`config.mk`:
```
export PLATFORM = sky130hd
export DESIGN_NAME = instr_fetch_queue
export DESIGN_NICKNAME = d
export VERILOG_FILES = /design/src/rtl/instr_fetch_queue.sv
export SDC_FILE = /design/constraint.sdc
export NUM_CORES = 1
export LEC_CHECK = 0
export ABC_AREA = 1
export BUFFER_PORTS_ARGS = -buffer_cell sky130_fd_sc_hd__buf_2
export CORE_MARGIN = 3
export CORE_UTILIZATION = 50
export DETAILED_ROUTE_END_ITERATION = 7
export PLACE_DENSITY = 0.71
export SLEW_MARGIN = 0
export SYNTH_ARGS = -nofsm -noshare
export SYNTH_HDL_FRONTEND = slang
export SYNTH_SLANG_ARGS = --single-unit
export TNS_END_PERCENT = 20
```
`constraint.sdc`:
```
create_clock -name clock -period 17.2 [get_ports clock]
set_input_delay 1.72 -clock clock [delete_from_list [all_inputs] [get_ports clock]]
set_output_delay 1.72 -clock clock [all_outputs]
set_load 0.01 [all_outputs]
```
`src/rtl/instr_fetch_queue.sv`:
```
// rtl/instr_fetch_queue.sv - single-outstanding instruction fetch FSM feeding a PC-tagged FIFO
module instr_fetch_queue #(
  parameter int DEPTH  = 4,
  parameter int ADDR_W = 64,
  parameter int INST_W = 32
) (
  input  logic                      clock,
  input  logic                      reset,
  input  logic [ADDR_W-1:0]         pc,
  output logic                      pc_take,
  input  logic                      flush,
  output logic                      imem_req,
  output logic [ADDR_W-1:0]         imem_addr,
  input  logic                      imem_gnt,
  input  logic                      imem_rvalid,
  input  logic [INST_W-1:0]         imem_rdata,
  output logic                      inst_valid,
  output logic [INST_W-1:0]         inst,
  output logic [ADDR_W-1:0]         inst_pc,
  input  logic                      inst_ready,
  output logic [$clog2(DEPTH):0]    queue_count
);

  localparam int PTR_W = $clog2(DEPTH);
  localparam int CNT_W = PTR_W + 1;

  typedef enum logic [1:0] {IDLE, REQ, WAIT, DRAIN} state_t;

  state_t             state;
  logic [ADDR_W-1:0]  req_pc;
  logic [INST_W-1:0]  mem_inst [DEPTH];
  logic [ADDR_W-1:0]  mem_pc   [DEPTH];
  logic [PTR_W-1:0]   head;
  logic [PTR_W-1:0]   tail;
  logic [CNT_W-1:0]   count;
  logic [CNT_W-1:0]   count_next;
  logic               push;
  logic               pop;

  assign imem_req    = (state == REQ);
  assign imem_addr   = req_pc;
  assign pc_take     = imem_req & imem_gnt & ~flush;
  assign inst_valid  = (count != '0);
  assign inst        = mem_inst[head];
  assign inst_pc     = mem_pc[head];
  assign queue_count = count;

  // Flush wins over both push and pop; the FIFO is cleared on that edge.
  assign push       = (state == WAIT) & imem_rvalid & ~flush;
  assign pop        = inst_valid & inst_ready & ~flush;
  assign count_next = count + CNT_W'(push) - CNT_W'(pop);

  always_ff @(posedge clock or posedge reset) begin
    if (reset) begin
      state  <= IDLE;
      req_pc <= '0;
    end else begin
      case (state)
        IDLE: begin
          if (!flush && count < CNT_W'(DEPTH)) begin
            state  <= REQ;
            req_pc <= pc;
          end
        end
        REQ: begin
          if (imem_gnt)   state <= flush ? DRAIN : WAIT;
          else if (flush) state <= IDLE;
        end
        WAIT: begin
          if (flush) begin
            state <= imem_rvalid ? IDLE : DRAIN;
          end else if (imem_rvalid) begin
            // Space check uses the post-push/pop occupancy so a granted fetch always has a slot.
            if (count_next < CNT_W'(DEPTH)) begin
              state  <= REQ;
              req_pc <= pc;
            end else begin
              state <= IDLE;
            end
          end
        end
        DRAIN: begin
          if (imem_rvalid) state <= IDLE;
        end
        default: state <= IDLE;
      endcase
    end
  end

  always_ff @(posedge clock or posedge reset) begin
    if (reset) begin
      head  <= '0;
      tail  <= '0;
      count <= '0;
      for (int i = 0; i < DEPTH; i++) begin
        mem_inst[i] <= '0;
        mem_pc[i]   <= '0;
      end
    end else if (flush) begin
      head  <= '0;
      tail  <= '0;
      count <= '0;
    end else begin
      if (push) begin
        mem_inst[tail] <= imem_rdata;
        mem_pc[tail]   <= req_pc;
        tail           <= tail + PTR_W'(1);
      end
      if (pop) head <= head + PTR_W'(1);
      count <= count_next;
    end
  end

endmodule

```
# Word-level counts from Yosys, hierarchy flattened
# Index checks and enable logic that the tools add are counted.
# Widths: inputs -> output; s select.
dict set report op_classes {
  add_sub_neg 4
  magnitude_cmp 5
  n_eq_ne 10
  n_mux 32
  n_bitwise 9
  n_reduce_logical 11
}
# op count
set ops {}
lappend ops {{$mux 64} 7}
lappend ops {{$bwmux 256} 1}
lappend ops {{$bmux 64 s2} 1}
lappend ops {{$bwmux 128} 1}
lappend ops {{$demux 64 s2} 1}
lappend ops {{$pmux 64 s2} 1}
lappend ops {{$mux 32} 3}
lappend ops {{$bmux 32 s2} 1}
lappend ops {{$demux 32 s2} 1}
lappend ops {{$mux 2} 11}
lappend ops {{$ne 2x2->1 const B} 4}
lappend ops {{$pmux 2 s4} 1}
lappend ops {{$and 1x1->1} 6}
lappend ops {{$ge 3x3->1 const B} 2}
lappend ops {{$lt 3x3->1 const B} 2}
lappend ops {{$not 2->3} 2}
lappend ops {{$reduce_bool 2->1} 3}
lappend ops {{$reduce_and 5->1} 1}
lappend ops {{$add 2x1->2 const B} 2}
lappend ops {{$eq 2x2->1 const B} 2}
lappend ops {{$reduce_and 4->1} 1}
lappend ops {{$add 3x1->3} 1}
lappend ops {{$lt 3x1->1 const B} 1}
lappend ops {{$mux 3} 1}
lappend ops {{12 further kinds} 14}
dict set report totals {
  reg_bits 457
  input_bits 102
  output_inout_bits 166
  word_cells 84
}

# Longest topological paths before layout
# Gate-level depths: netlist (run 1).
dict set report depth {
  word_depth 10
  depth_mapped 18
}

# Worst setup path after synthesis (run 1)
# OpenSTA, ideal clock, no wires.
dict set report synth_path {
  path_type {input to output}
  startpoint {input flush}
  endpoint {output pc_take}
  arrival_ns 2.059
  required_time_ns 15.480
  setup_slack_ns 13.421
  stages 2
  n_path_buf 1
  cell_sequence {buf_2 > nor2_1}
}
dict set report synth_via {
  elab_chain_len 2
}
# element line
set synth_lines {}
lappend synth_lines {{from (decl)} 11} ;# input logic flush,
lappend synth_lines {{$not 1->1 (no line)} -}
lappend synth_lines {{$and 1x1->1} 42} ;# assign pc_take = imem_req & imem_gnt & ~flush;
lappend synth_lines {{to (decl)} 10} ;# output logic pc_take,
# Every way passes these cells.

# Worst setup path in the final report (run 1)
dict set report layout_path {
  startpoint {register head[0]}
  endpoint {output inst_pc[27]}
}
dict set report layout_via {
  elab_chain_len 4
}
# element line
set layout_lines {}
lappend layout_lines {{from (decl)} 33} ;# logic [PTR_W-1:0] head;
lappend layout_lines {{from (signal assigned)} 109} ;# if (pop) head <= head + PTR_W'(1);
lappend layout_lines {{$not 2->3 (implied by the code)} 45} ;# assign inst_pc = mem_pc[head];
lappend layout_lines {{$bmux 64 s2} 45}
lappend layout_lines {{$mux 64 (implied by the code) (2 in series)} 45}
lappend layout_lines {{to (decl)} 19} ;# output logic [ADDR_W-1:0] inst_pc,
# Every way passes these cells. The select of a mux whose other input is x is not followed.

==> results by group, run 1 <==
Clocking
  – Post-cts resize count: 0
  – Clock tree root driver cell: sky130_fd_sc_hd__clkbuf_16
  – Maximum buffer depth of the clock tree: 3
  – Clock edge transition at the registers on the reported setup and hold paths: 60 ps
  – Clock buffer count from CTS: 50
  – CTS Hold Buffers Added: 0
  – Deepest level of the CTS H-tree: 2
  – Sinks on the clock net: 457
  – Setup bufs post-CTS: 0
  – CTS tree: yes
  – Clock latency at the later pin of the worst-skew pair: 580 ps

Final layout
  – Layout Utilization: 0.5760
  – Fill cells: 3626
  – Layout area overhead: 12.56%
  – Number of nets in the final layout: 2519
  – Layout Cells excl Fill: 2971
  – Share of layout cells above drive strength 1: 0.2134
  – Fin area: 23090 um^2
  – N_diodes: 0
  – Area of the multi-input gates: 7393 um^2
  – Register Area: 11440 um^2

Synthesis
  – Largest family of logic cells by synthesized area: compound AO/OA/AOI/OAI gates
  – Gate count of the mapped netlist: 2241
  – Dominant cells by area after synthesis: sky130_fd_sc_hd__dfrtp_1 56%, sky130_fd_sc_hd__nand2_1 9.7%, sky130_fd_sc_hd__o21ai_2 6.1%
  – Sequential cell area fraction in the yosys report: 0.5574
  – Synth Area in Simple Gates: 0.1542
  – Compound-Gate Fraction of Synth Area: 0.1989
  – Syn. warnings: 0
  – Mux cell area share after synthesis: 0
  – Post-Synthesis Mean Instance Area: 9.155 um^2
  – Synthesized area: 20520 um^2
  – Share of the synthesized area in the top cell type: 0.5574
  – Most area-hungry cell type in the Yosys netlist: sky130_fd_sc_hd__dfrtp_1
  – Distinct cell type count of the synthesized netlist: 24
  – Total of flip-flops plus latches after synthesis: 457
  – Net count after synthesis: 2350
  – Adder and majority gate portion of the synthesized area: 0.004635
  – XOR/XNOR share of the synthesized area: 0.0004269

STA
  – Normalized max-slew margin: 0.3263
  – Maximum clock frequency: 187.8 MHz
  – Slew at the pin closest to its max-slew limit: 1011 ps
  – Clock Skews: 19.11 ps
  – Period Utilization, post-route: 0.3096
  – Post-layout min period: 5324 ps
  – Count of endpoints failing hold in the final timing report: 0
  – Final setup violation count: 0
  – Fin. max-slew vios: 0
  – Total negative slack: 0 ps
  – RSZ-0062 raised after global routing: no

Route
  – Detailed-route DRC error count: 0
  – First DRT Iteration DRCs: 1263
  – Pre-Repair DR Iteration Count: 5
  – Post-DRT Antenna Nets: 0
  – Total via count in the routed design: 16.17k
  – Total wire length after detailed routing: 50840 um
  – Vias per std cell: 5.441
  – Final routed wire length divided by cell count: 17.11 um

Worst setup path
  – Most used cell along the critical path: sky130_fd_sc_hd__buf_4
  – Largest fanout of any net on the critical path: 91
  – CP cell instances: buf_4 -> buf_4 -> o21ai_0 -> o22ai_1 -> buf_2
  – Startpoint types: flip-flop
  – Arrival time of the worst setup path: 3600 ps
  – Data required time of the worst path: 15480 ps
  – Crit path largest cell delay: 870 ps
  – Slowest cell on the critical path: sky130_fd_sc_hd__buf_4
  – Crit. End Element: output pin
  – Crit Path Category: flip-flop to output pin

Die
  – Die span in y: 208.6 um
  – Std cell rows: 73
  – I/O pin count: 268
  – Die span in x: 208.6 um
  – Core ar.: 40100 um^2
  – Die Area: 43500 um^2
  – Initial core utilization: 0.5117

Place
  – Input/output buffers: 267
  – Final weighted congestion in routability-driven placement: 0.7964
  – Placed standard-cell area: 21410 um^2
  – Number of instances in the placed design: 2883
  – Sum of net half-perimeters after detailed placement: 29650 um

Global route
  – All-layer global routing usage: 0.2325
  – Global-route wire length before repair: 83520 um
  – Largest net degree at the start of global routing: 130
  – Number of antenna violations at the first check in global routing: 1
  – GRT Residual Overflow: 0
  – Via count of the first global-routing pass: 15.99k

Power and ir drop
  – Tot Pwr: 4.052 mW
  – Peak supply drop: 0.1067 mV
  – Leakage power of the design: 11.56 nW
  – Power density of the placed cells: 175.4 nW/um^2

Outcome
  – Outcome: finished clean

Min path
  – Type of the most critical hold path: flip-flop to flip-flop

Job
  – Number of maximum-capacitance violations: 0
state kept, by name, indices dropped and copies added (netlist names):
register     flops
mem_pc         256
mem_inst       128
imem_addr       64
queue_count      3
head             2
state            2
tail             2
worst max-delay path: cells and delay by family, from the launching register on:
family	cells	cell delay [ps]
buffers and inverters	3	1700
DFF	1	740
AOI/OAI and AO/OA	2	560
where the power goes:
part	switching (mW)	leakage (nW)	internal [mW]
clock	0.423	0.837	0.661
sequential	0.185	6.13	1.33
combinational	0.953	4.59	0.500
total	1.56	11.6	2.49
cell type report:
class | instances | area share
timing repair buffer | 284 | 0.06339
sequential | 457 | 0.4955
multi-input combinational | 1500 | 0.3201
inverter | 117 | 0.01977
clock inverter | 14 | 0.007693
clock buffer | 74 | 0.06507
tap | 525 | 0.02844
cell usage after synthesis:
cell type                  instances
sky130_fd_sc_hd__nand3_1          67
sky130_fd_sc_hd__inv_6             1
sky130_fd_sc_hd__buf_2            28
sky130_fd_sc_hd__fa_1              1
sky130_fd_sc_hd__o21ai_0         207
sky130_fd_sc_hd__buf_4             9
sky130_fd_sc_hd__o21ai_1         231
sky130_fd_sc_hd__nand2_4           4
sky130_fd_sc_hd__nor2_1          202
sky130_fd_sc_hd__nor3_2            1
sky130_fd_sc_hd__o21ai_2         144
sky130_fd_sc_hd__dfrtp_1         457
sky130_fd_sc_hd__xor2_1            1
sky130_fd_sc_hd__ha_1              6
sky130_fd_sc_hd__a31oi_1           1
sky130_fd_sc_hd__inv_1           115
sky130_fd_sc_hd__buf_6            79
sky130_fd_sc_hd__inv_2             1
sky130_fd_sc_hd__clkbuf_1         51
sky130_fd_sc_hd__nand2_2           2
sky130_fd_sc_hd__a21oi_1           4
sky130_fd_sc_hd__or2_2             1
sky130_fd_sc_hd__nand2_1         532
sky130_fd_sc_hd__o22ai_1          96
layout by cell type (no fill, tap or decap):
master                      count
sky130_fd_sc_hd__clkbuf_8      14
sky130_fd_sc_hd__ha_1           6
sky130_fd_sc_hd__a31oi_1        1
sky130_fd_sc_hd__a21oi_1        4
sky130_fd_sc_hd__buf_4         17
sky130_fd_sc_hd__nand2_8        4
sky130_fd_sc_hd__nor2_1       202
sky130_fd_sc_hd__clkbuf_1       9
sky130_fd_sc_hd__inv_8          1
sky130_fd_sc_hd__clkbuf_16     51
sky130_fd_sc_hd__buf_2        267
sky130_fd_sc_hd__o21ai_4        1
sky130_fd_sc_hd__dfrtp_1      455
sky130_fd_sc_hd__clkinv_2       8
sky130_fd_sc_hd__nand2_1      531
sky130_fd_sc_hd__inv_6          4
sky130_fd_sc_hd__xor2_1         1
sky130_fd_sc_hd__o21ai_1      231
sky130_fd_sc_hd__dfrtp_4        2
sky130_fd_sc_hd__nand3_1       67
sky130_fd_sc_hd__inv_1        113
sky130_fd_sc_hd__o22ai_1       96
sky130_fd_sc_hd__or2_2          1
sky130_fd_sc_hd__o21ai_0      207
sky130_fd_sc_hd__bufinv_16      4
sky130_fd_sc_hd__fa_1           1
sky130_fd_sc_hd__inv_2          1
sky130_fd_sc_hd__nand2_2        3
sky130_fd_sc_hd__o21ai_2      143
sky130_fd_sc_hd__nor3_2         1
metrics by stage:
stage | setup WS [ps] | hold slack [ps]
final | 11880 | 474.7
after global routing | 11730 | 485.3
after CTS | 11880 | 476.5
after detailed placement | 12410 | 462.4
after global placement | 12500 | 457.8
after floorplan | 2740 | 447.8
per-layer routing:
layer,wire [um],vias up,GRT usage,share of wire
li1,-,7768,-,-
met1,22620,7871,0.3226,0.44
met2,23790,460,0.3768,0.47
met3,3279,67,0.04594,0.064
met4,1145,0,0.06582,0.023
met5,0,-,0,0
kinds of logic (layout without fill, tap and decap cells):
logic type | Yosys count | in the layout
AO/OA/AOI/OAI | 683 | 683
flip-flops | 457 | 457
adder cells (fa/ha/maj) | 7 | 7
AND/OR/NAND/NOR | 809 | 809
buffers and inverters | 284 | 489
XOR/XNOR | 1 | 1
final timing paths:
| check | depth (start not counted) | end | slack [ps] | startpoint |
|---|---|---|---|---|
| max | 5 | inst_pc[27] | 11880 | head[0] |
| min | 2 | mem_inst[85] | 470 | mem_inst[85] |
| max reg2reg | 17 | imem_addr[47] | 13750 | queue_count[2] |
| min reg2reg | 2 | mem_inst[85] | 470 | mem_inst[85] |
| max in group asynchronous | 4 | mem_inst[36] | 13550 | reset |
| min in group asynchronous | 2 | mem_inst[88] | 1270 | reset |
Power figures use the tool's default switching activity.
==> run 2, diff against run 1 <==
Settings changed: PLACE_DENSITY 0.71 to 0.73.
Clock period 17.2 ns to 4.3 ns, I/O delays scaled along.
==> results by group, run 2 (synthesis gave the netlist of run 1 again) <==
Outcome
  – Outcome: finished clean

Route
  – Routed length on met3: 3096 um (-5.6%)
  – First DRT Iteration DRCs: 1442 (+14%)
  – Pre-Repair DR Iteration Count: 6 (+1)
  – Highest routed metal layer: met5
  – Total wire length after detailed routing: 51390 um (+1.1%)
  – Vias per std cell: 5.457 (+0.28%)
  – Post-DRT Antenna Nets: 0 (unchanged)
  – Met1 layer wirelength in the final routing: 22690 um (+0.31%)
  – Detailed-route DRC error count: 0 (unchanged)
  – Final routed wire length divided by cell count: 17.22 um (+0.63%)
  – Routed length on met2: 24200 um (+1.7%)
  – Total via count in the routed design: 16.28k (+0.72%)

Clocking
  – Clock edge transition at the registers on the reported setup and hold paths: 60 ps (about the same)
  – Maximum buffer depth of the clock tree: 3 (unchanged)
  – Post-cts resize count: 0 (unchanged)
  – Setup bufs post-CTS: 0 (unchanged)
  – Clock latency at the later pin of the worst-skew pair: 580 ps (about the same)
  – CTS tree: yes
  – Clock tree root driver cell: sky130_fd_sc_hd__clkbuf_16
  – Sinks on the clock net: 457 (unchanged)
  – Clock buffer count from CTS: 49 (-2.0%)
  – Deepest level of the CTS H-tree: 2 (unchanged)
  – CTS Hold Buffers Added: 1 (+1)

Power and ir drop
  – Net switching power: 6.266 mW (+300%)
  – Leakage power of the design: 11.62 nW (+0.56%)
  – Share of total power consumed by net switching: 0.3848 (-0.0005985)
  – Part of the power in combinational logic: 0.360 (about the same)
  – Peak supply drop: 0.4576 mV (+330%)
  – Power density of the placed cells: 700.7 nW/um^2 (+300%)
  – Internal cell power: 10.02 mW (+300%)
  – Fraction of power consumed by the clock network: 0.269 (+0.002)
  – Flop pwr share: 0.371 (-0.003)

STA
  – Maximum clock frequency: 307.6 MHz
  – Count of endpoints failing hold in the final timing report: 0 (unchanged)
  – Final setup violation count: 0 (unchanged)
  – Final WS setup: 1049 ps (-10830 ps)
  – Normalized max-slew margin: 0.2276 (-0.09870)
  – Clock Skews: 23.99 ps (+4.876 ps)
  – Fin. max-slew vios: 0 (unchanged)
  – RSZ-0062 raised after global routing: no
  – Slew at the pin closest to its max-slew limit: 1159 ps (+148.1 ps)
  – Total negative slack: 0 ps (unchanged)
  – Period Utilization, post-route: 0.7560
  – Post-layout min period: 3251 ps

Final layout
  – Layout area overhead: 13.28%
  – Share of layout cells above drive strength 1: 0.2172 (+0.003840)
  – Most common cell after layout, fill and taps aside: sky130_fd_sc_hd__nand2_1
  – Most frequent cells in the layout: 531 x sky130_fd_sc_hd__nand2_1, 455 x sky130_fd_sc_hd__dfrtp_1, 267 x sky130_fd_sc_hd__buf_2, 231 x sky130_fd_sc_hd__o21ai_1, 207 x sky130_fd_sc_hd__o21ai_0
  – Layout Utilization: 0.5796 (+0.003682)
  – Max FFs per register: 256 (unchanged)
  – Fill cells: 3506 (-3.3%)
  – Number of nets in the final layout: 2528 (+0.36%)
  – Layout Cells excl Fill: 2984 (+0.44%)
  – Top reg by flops: mem_pc

Worst setup path
  – Crit Path Category: flip-flop to output pin
  – Worst flop-to-flop path startpoint: queue_count[1]
  – Crit. End Element: output pin
  – Number of cell instances on the worst register-to-register path: 17 (unchanged)
  – Termination of the worst setup path: inst_pc[24]
  – Data required time of the worst path: 3870 ps (-11610 ps)
  – Endpoint of the most critical register-to-register path: imem_addr[61]
  – Start point of the critical path: head[1]
  – Largest fanout of any net on the critical path: 61 (-33%)
  – Register-to-register path setup slack: 1260 ps (-12490 ps)
  – Arrival time of the worst setup path: 2820 ps (-780 ps)
  – Startpoint types: flip-flop

Job
  – Number of maximum-capacitance violations: 0 (unchanged)

Global route
  – Largest net degree at the start of global routing: 175 (+35%)
  – Global-route wire length before repair: 84640 um (+1.3%)
  – All-layer global routing usage: 0.2354 (+0.002848)
  – Via count of the first global-routing pass: 16.20k (+1.4%)
  – Number of antenna violations at the first check in global routing: 2 (+1)
  – GRT Residual Overflow: 0 (unchanged)

Place
  – Final weighted congestion in routability-driven placement: 0.7887 (-0.97%)
  – Input/output buffers: 267 (unchanged)
  – Sum of net half-perimeters after detailed placement: 29860 um (+0.69%)
  – Worst setup slack after placement: 1031 ps (-11370 ps)
  – Number of instances in the placed design: 2892 (+0.31%)

Die
  – Core ar.: 40100 um^2 (unchanged)
  – Die span in y: 208.6 um (unchanged)
  – Std cell rows: 73 (unchanged)
  – Die Area: 43500 um^2 (unchanged)
  – Initial core utilization: 0.5117 (unchanged)
  – Die span in x: 208.6 um (unchanged)
  – I/O pin count: 268 (unchanged)

Min path
  – Type of the most critical hold path: primary input to flip-flop
  – Number of cells on the worst hold path: 3 (+1)
run 2: worst min path at each step:
stage / start / end / slack, ps
2_1_floorplan: mem_pc[111] / mem_pc[111] / 450
3_3_place_gp: mem_pc[110] / mem_pc[110] / 460
3_5_place_dp: mem_inst[78] / mem_inst[78] / 460
4_1_cts: pc[19] / imem_addr[19] / 40
5_1_grt: pc[48] / imem_addr[48] / 70
6_report: pc[19] / imem_addr[19] / 80
run 2: cell type report:
type / instances / area, um^2 / area share
multi-input combinational: 1500 / 7393 / 0.3181
tap: 525 / 656.9 / 0.02826
timing repair buffer: 294 / 1592 / 0.06848
clock buffer: 71 / 1471 / 0.06331
sequential: 457 / 11440 / 0.4924
antenna: 1 / 2.502 / 0.0001077
clock inverter: 19 / 229.0 / 0.009851
inverter: 117 / 454.2 / 0.01954
run 2: power by group through the flow:
stage / sequential (mW) / clock [mW] / combinational [mW]
3_5_place_dp: 6.10 / 0 / 5.86
2_1_floorplan: 6.01 / 0 / 3.80
3_3_place_gp: 6.07 / 0 / 5.73
6_report: 6.04 / 4.38 / 5.86
5_1_grt: 6.17 / 4.68 / 6.55
4_1_cts: 6.04 / 4.49 / 5.91
run 2: critical path, cell delays in order, from the launching register on:
cell	delay [ps]
sky130_fd_sc_hd__dfrtp_4	790
sky130_fd_sc_hd__clkinv_2	140
sky130_fd_sc_hd__buf_4	540
sky130_fd_sc_hd__o21ai_0	190
sky130_fd_sc_hd__o22ai_1	320
sky130_fd_sc_hd__buf_2	200
run 2: through the flow:
step | power (mW) | hold WS (ps) | cell area (um^2)
detailed placement | 11.96 | 461.8 | 21530
floorplan | 9.806 | 447.8 | 20520
CTS | 16.44 | 37.27 | 23240
finish | 16.28 | 78.75 | 23240
global placement | 11.80 | 458.7 | 21530
global route | 17.40 | 66.01 | 23240
run 2: layer usage:
| layer | GRT usage | vias up |
|---|---|---|
| met5 | 0 | - |
| met4 | 0.07413 | 2 |
| met3 | 0.04534 | 77 |
| met2 | 0.3823 | 493 |
| met1 | 0.3230 | 7919 |
| li1 | - | 7792 |
